--- config.mk ---
export PLATFORM = sky130hd
export DESIGN_NAME = dmem_io_responder
export DESIGN_NICKNAME = d
export VERILOG_FILES = /design/src/rtl/dmem_io_pkg.sv /design/src/rtl/debounce_sync.sv /design/src/rtl/dmem_io_responder.sv
export SDC_FILE = /design/constraint.sdc
export NUM_CORES = 1
export LEC_CHECK = 0
export ABC_AREA = 1
export CELL_PAD_IN_SITES_DETAIL_PLACEMENT = 1
export CELL_PAD_IN_SITES_GLOBAL_PLACEMENT = 2
export CORE_MARGIN = 2
export CORE_UTILIZATION = 36
export DETAILED_ROUTE_END_ITERATION = 8
export HOLD_SLACK_MARGIN = 0.1
export PLACE_DENSITY = 0.79
export SLEW_MARGIN = 40
export SYNTH_ARGS = -nofsm -noshare
export SYNTH_HDL_FRONTEND = slang
export SYNTH_SLANG_ARGS = --single-unit
--- constraint.sdc ---
create_clock -name CLK100MHZ -period 3.1 [get_ports CLK100MHZ]
set_clock_uncertainty 0.05 [all_clocks]
set_input_delay 0.465 -clock CLK100MHZ [delete_from_list [all_inputs] [get_ports CLK100MHZ]]
set_output_delay 0.465 -clock CLK100MHZ [all_outputs]
set_load 0.01 [all_outputs]
--- src/rtl/dmem_io_pkg.sv ---
// Shared constants and types for the CPU data-memory bus responder.
// Holds the register map, the ID word and the debouncer state encoding.
package dmem_io_pkg;

    localparam logic [31:0] ADDR_ID        = 32'h0000_0000;
    localparam logic [31:0] ADDR_LED       = 32'h0000_0001;
    localparam logic [31:0] ADDR_IN_STATUS = 32'h0000_0002;
    localparam logic [31:0] ADDR_IN_EDGE   = 32'h0000_0003;

    localparam logic [31:0] ID_VALUE = 32'h10C0_0001;

    typedef enum logic {
        DB_STABLE   = 1'b0,
        DB_COUNTING = 1'b1
    } db_state_t;

endpackage

--- src/rtl/debounce_sync.sv ---
// One-bit input conditioner: a two-flop synchroniser followed by a debouncer
// that accepts a change only after DEBOUNCE_CYCLES consecutive differing samples.
module debounce_sync
    import dmem_io_pkg::*;
#(
    parameter int DEBOUNCE_CYCLES = 1000000,
    parameter int DBC_W           = 20
) (
    input  logic CLK100MHZ,
    input  logic RST,
    input  logic din,
    output logic dout
);

    localparam logic [DBC_W-1:0] LAST_COUNT = DBC_W'(DEBOUNCE_CYCLES - 1);

    logic             sync1_reg;
    logic             sync2_reg;
    logic             dout_reg;
    logic [DBC_W-1:0] cnt_reg;
    db_state_t        state_reg;

    always_ff @(posedge CLK100MHZ) begin
        if (RST) begin
            sync1_reg <= 1'b0;
            sync2_reg <= 1'b0;
            dout_reg  <= 1'b0;
            cnt_reg   <= '0;
            state_reg <= DB_STABLE;
        end else begin
            sync1_reg <= din;
            sync2_reg <= sync1_reg;
            case (state_reg)
                DB_STABLE: begin
                    cnt_reg <= '0;
                    if (sync2_reg != dout_reg) begin
                        // The first differing sample already counts toward the total.
                        if (LAST_COUNT == '0) begin
                            dout_reg <= ~dout_reg;
                        end else begin
                            cnt_reg   <= DBC_W'(1);
                            state_reg <= DB_COUNTING;
                        end
                    end
                end
                DB_COUNTING: begin
                    if (sync2_reg == dout_reg) begin
                        cnt_reg   <= '0;
                        state_reg <= DB_STABLE;
                    end else if (cnt_reg == LAST_COUNT) begin
                        dout_reg  <= ~dout_reg;
                        cnt_reg   <= '0;
                        state_reg <= DB_STABLE;
                    end else begin
                        cnt_reg <= cnt_reg + DBC_W'(1);
                    end
                end
                default: begin
                    cnt_reg   <= '0;
                    state_reg <= DB_STABLE;
                end
            endcase
        end
    end

    assign dout = dout_reg;

endmodule

--- src/rtl/dmem_io_responder.sv ---
// Data-memory bus responder: scratch RAM, LED register, debounced button/switch
// status and sticky write-1-to-clear button rising-edge flags.
module dmem_io_responder
    import dmem_io_pkg::*;
#(
    parameter int          DMEM_WORDS      = 16,
    parameter logic [31:0] DMEM_BASE       = 32'h0000_0010,
    parameter int          DEBOUNCE_CYCLES = 1000000,
    parameter int          DBC_W           = 20
) (
    input  logic        CLK100MHZ,
    input  logic        RST,
    input  logic [31:0] MEM_ACCESS_ADDRESS_BUS,
    input  logic [31:0] MEM_ACCESS_DATA_OUT_BUS,
    input  logic        MEM_ACCESS_READ_WRN,
    output logic [31:0] MEM_ACCESS_DATA_IN_BUS,
    input  logic [3:0]  BTN,
    input  logic [3:0]  SW,
    output logic [3:0]  LED
);

    localparam int IDX_W = (DMEM_WORDS > 1) ? $clog2(DMEM_WORDS) : 1;

    logic [31:0] ram_reg [DMEM_WORDS];
    logic [3:0]  led_reg;
    logic [3:0]  edge_reg;
    logic [3:0]  btn_db_d_reg;

    logic [7:0]  raw_in;
    logic [7:0]  db_in;
    logic [3:0]  btn_db;
    logic [3:0]  sw_db;
    logic [3:0]  btn_rise;
    logic [3:0]  edge_view;
    logic [3:0]  edge_clr;
    logic [31:0] ram_idx;
    logic        in_ram;
    logic        wr_en;
    logic [31:0] rdata;

    assign raw_in = {SW, BTN};

    genvar gi;
    generate
        for (gi = 0; gi < 8; gi++) begin : g_in
            debounce_sync #(
                .DEBOUNCE_CYCLES(DEBOUNCE_CYCLES),
                .DBC_W          (DBC_W)
            ) u_debounce (
                .CLK100MHZ(CLK100MHZ),
                .RST      (RST),
                .din      (raw_in[gi]),
                .dout     (db_in[gi])
            );
        end
    endgenerate

    assign btn_db = db_in[3:0];
    assign sw_db  = db_in[7:4];

    // Unsigned bounds on both sides, so addresses below the base never alias into RAM.
    assign ram_idx = MEM_ACCESS_ADDRESS_BUS - DMEM_BASE;
    assign in_ram  = (MEM_ACCESS_ADDRESS_BUS >= DMEM_BASE) && (ram_idx < 32'(DMEM_WORDS));
    assign wr_en   = ~MEM_ACCESS_READ_WRN;

    // A rise is visible to readers in the cycle the debounced level goes high.
    assign btn_rise  = btn_db & ~btn_db_d_reg;
    assign edge_view = edge_reg | btn_rise;
    assign edge_clr  = (wr_en && !in_ram && MEM_ACCESS_ADDRESS_BUS == ADDR_IN_EDGE)
                       ? MEM_ACCESS_DATA_OUT_BUS[3:0] : 4'h0;

    always_ff @(posedge CLK100MHZ) begin
        if (RST) begin
            for (int i = 0; i < DMEM_WORDS; i++) begin
                ram_reg[i] <= '0;
            end
        end else if (wr_en && in_ram) begin
            ram_reg[ram_idx[IDX_W-1:0]] <= MEM_ACCESS_DATA_OUT_BUS;
        end
    end

    always_ff @(posedge CLK100MHZ) begin
        if (RST) begin
            led_reg      <= 4'h0;
            edge_reg     <= 4'h0;
            btn_db_d_reg <= 4'h0;
        end else begin
            btn_db_d_reg <= btn_db;
            if (wr_en && !in_ram && MEM_ACCESS_ADDRESS_BUS == ADDR_LED) begin
                led_reg <= MEM_ACCESS_DATA_OUT_BUS[3:0];
            end
            // Set wins over a simultaneous clear.
            edge_reg <= (edge_reg & ~edge_clr) | btn_rise;
        end
    end

    always_comb begin
        rdata = '0;
        if (in_ram) begin
            rdata = ram_reg[ram_idx[IDX_W-1:0]];
        end else begin
            case (MEM_ACCESS_ADDRESS_BUS)
                ADDR_ID:        rdata = ID_VALUE;
                ADDR_LED:       rdata = {28'h0, led_reg};
                ADDR_IN_STATUS: rdata = {24'h0, sw_db, btn_db};
                ADDR_IN_EDGE:   rdata = {28'h0, edge_view};
                default:        rdata = '0;
            endcase
        end
    end

    assign MEM_ACCESS_DATA_IN_BUS = rdata;
    assign LED                    = led_reg;

endmodule

==> qor.csv <==
stage,metric,value,unit
run_status,status,completed,
place,Port Buf Inserts,110,
min_path,worst hold path startpoint,RST,
route,Vias,25000,
place,Placed Area,35600,sq um
worst_setup_path,crit-path max FO,8,
place,Final GP Congestion,0.824,
synth,top cell type's share of synthesized area,48.8,%
timing,setup TNS,0,ns
route,drt total wl,104000,um
cells_and_area,max reg flops,512,
route,vias per inst,5.41,
floorplanning,io pins,111,
synth,Syn Inst Count,3143,
worst_setup_path,reg2reg start,g_in[5].u_debounce.cnt_reg[0],
synth,average footprint of a synthesized cell,10.0,sq um
timing,minimum clock period,2.97,ns
synth,post-synthesis sequential area ratio,61.8,%
worst_setup_path,flop2flop setup slack,0.65,ns
pwr,Power Total,0.0214,W
grt,number of antenna violations at the first check in global routing,0,
floorplanning,Die Wd,300,um
timing,final hold vios,0,
synth,#FFs+latches synth,716,
cells_and_area,"Cell Count, Final, Fillers Out",4623,
cells_and_area,Area growth syn-to-layout,21.7,%
clocking,number of CTS-inserted buffers,81,
synth,Syn Std Cell Area,31500,sq um
cells_and_area,Final Util,44.2,%
grt,GRT overflow,0,
pwr,P per Cell Area,557,nW/um^2
pwr,sequential share of power,50.0,%
place,post-DP HPWL,68800,um
clocking,CTS tree,yes,
worst_setup_path,critical path capture point type,primary output,
worst_setup_path,RR Endpoint,g_in[5].u_debounce.cnt_reg[18],
grt,global-route wire length before repair,157000,um
pwr,clock network power share,43.1,%
route,remaining routing DRC violations,0,
clocking,Root Driver,clkbuf_16,
grt,vias in the first global route,26400,
pwr,Combinational Power Share,6.8,%
pwr,Worst VDD drop,505,uV
synth,"Distinct cells, synth",48,
floorplanning,std cell rows,108,
cells_and_area,Final nets,3487,
cells_and_area,share of cells above drive strength 1,17.1,%
timing,worst rel slew slack,49.6,%
min_path,hold path cells,2,
worst_setup_path,worst-case reg-to-reg path depth,10,
synth,syn nets,3226,
floorplanning,core area,86800,sq um
min_path,Hold Path Sink,g_in[3].u_debounce.sync1_reg,
floorplanning,Die H,300,um
cells_and_area,Final Cell Area,38400,sq um
worst_setup_path,CP arrival,2.45,ns
synth,Synth area leaders,"edfxtp_1 49%, dfxtp_1 13%, nor2_1 8.9%",
floorplanning,Die ar.,89900,sq um
route,WL/cell,22.5,um
timing,worst-margin pin slew,0.754,ns
synth,Synth area leader,edfxtp_1,
worst_setup_path,Startpoint Class,primary input,
route,First-pass DRT Iterations,5,
min_path,worst min path class,in2reg,
pwr,Pleak,14.1,nW
worst_setup_path,"Req. time, crit path",2.58,ns
grt,largest net degree at the start of global routing,39,
run,Max-Cap Viols,0,
clocking,Clock Path Buffers,3,
grt,Global Route Usage Sum,22.7,%
pwr,switching pwr,0.00504,W
route,antenna violation net count after detailed routing,0,
timing,Final Cycle Share,95.7,%
synth,Synth Warn #,0,
timing,Final Max Tran Viols,0,
clocking,CTS H-tree depth,3,
pwr,Sw Share,23.6,%
timing,Final setup viols,0,
clocking,clock sinks,716,
pwr,P_int,0.0163,W
clocking,worst-skew pair later-pin latency,0.63,ns
timing,Fmax,0.337,GHz
floorplanning,Initial Util,36.3,%
clocking,clock slew at reported path FFs,0.06,ns
cells_and_area,FILL cells,9606,
worst_setup_path,WS Path Type,in2out,
route,First DRT Iteration DRCs,1719,
cells_and_area,antenna cell count,0,
place,number of cells after detailed placement,4463,
layout make-up:
cell class	instances	area, sq um	area share, %
multi-input combinational	2017	10600	27.6
timing repair buffer	361	3520	9.19
tap	1155	1450	3.77
clock buffer	115	2220	5.78
inverter	227	860	2.24
clock inverter	32	275	0.718
sequential	716	19500	50.7
kinds of logic (layout without fill, tap and decap cells):
family,Yosys count,after routing,share of synthesized area (%)
fa+ha+maj,8,8,0.318
flops,716,716,61.8
simple gates,1533,1533,21.6
buf+inv,410,735,5.97
xor+xnor,58,58,1.61
compound gates,418,418,8.77
what timing repair did:
action / CTS / global route
gates cloned: 0 / 3
pin swaps: 35 / 53
hold buffers: 0 / 0
setup buffers: 8 / 4
gates resized for setup: 212 / 110
hold endpoints to repair: 0 / 0
setup endpoints to repair: 585 / 428
synthesized netlist by cell type (all sizes together):
| cell | count |
|---|---|
| nor2 | 775 |
| edfxtp | 512 |
| nand2 | 318 |
| nor3 | 239 |
| inv | 227 |
| dfxtp | 204 |
| clkbuf | 120 |
| a22oi | 94 |
| a21oi | 90 |
| o22ai | 82 |
| nand3 | 66 |
| o31ai | 64 |
| buf | 63 |
| nand4 | 56 |
| xor2 | 40 |
| o21ai | 29 |
| nor4 | 25 |
| or2 | 24 |
| nor3b | 22 |
| o2111ai | 20 |
| xnor2 | 18 |
| a211oi | 9 |
| ha | 8 |
| o21a | 8 |
| a31oi | 7 |
| and3 | 4 |
| o21bai | 3 |
| o221ai | 3 |
| a21o | 2 |
| a221oi | 2 |
| nand3b | 2 |
| a21boi | 1 |
| a31o | 1 |
| a41oi | 1 |
| and3b | 1 |
| nor4b | 1 |
| o211ai | 1 |
| o41ai | 1 |
stage by stage:
step / worst slack [ns] / hold WS (ns)
after floorplan: 0.00528 / 0.338
after global placement: -0.920 / 0.349
after detailed placement: -0.957 / 0.354
after CTS: -0.0416 / 0.237
after global routing: -0.0000735 / 0.278
final: 0.133 / 0.240
metal layers:
metal / vias to the layer above / track usage (%) / wire (um)
met3: 188 / 3.19 / 5060
met5: - / 0 / 0
met4: 0 / 7.30 / 3210
met1: 12700 / 28.8 / 43800
met2: 655 / 39.8 / 51900
li1: 11500 / - / -
placed cells by master (no fill, tap or decap), types with 61 or more instances in the layout:
cell type / n
buf_12: 61
nor2_1: 698
clkbuf_16: 84
a22oi_1: 94
nand3_1: 62
nor3_1: 239
inv_1: 221
edfxtp_1: 512
o31ai_1: 64
dfxtp_1: 204
o22ai_1: 80
buf_4: 187
nand2_1: 280
a21oi_1: 89
power by group through the flow:
stage               Combinational [W]  Sequential (W)  Clock, W
global route                  0.00155          0.0107   0.00974
finish                        0.00146          0.0107   0.00922
floorplan                    0.000646          0.0109         0
detailed placement            0.00143          0.0109         0
CTS                           0.00145          0.0107   0.00938
global placement              0.00141          0.0109         0
worst max-delay path by stage:
stage	startpoint	end	slack, ns	cells past startpoint
5_1_grt	MEM_ACCESS_ADDRESS_BUS[27]	MEM_ACCESS_DATA_IN_BUS[22]	-0.00007	14
3_3_place_gp	MEM_ACCESS_ADDRESS_BUS[10]	MEM_ACCESS_DATA_IN_BUS[4]	-0.92	13
3_5_place_dp	MEM_ACCESS_ADDRESS_BUS[10]	MEM_ACCESS_DATA_IN_BUS[4]	-0.96	13
6_report	MEM_ACCESS_ADDRESS_BUS[3]	MEM_ACCESS_DATA_IN_BUS[30]	0.13	10
2_1_floorplan	MEM_ACCESS_ADDRESS_BUS[6]	ram_reg[12][0]	0.005	12
4_1_cts	MEM_ACCESS_ADDRESS_BUS[17]	MEM_ACCESS_DATA_IN_BUS[31]	-0.04	15
critical path, stage by stage:
cell	delay, ns
clkdlybuf4s50_1	0.47
buf_4	0.17
inv_1	0.09
nand2_1	0.13
buf_4	0.28
a21oi_1	0.08
nor4_1	0.40
buf_4	0.19
nor2_1	0.04
buf_2	0.13
Note: power is estimated with default switching activity, not from simulation.
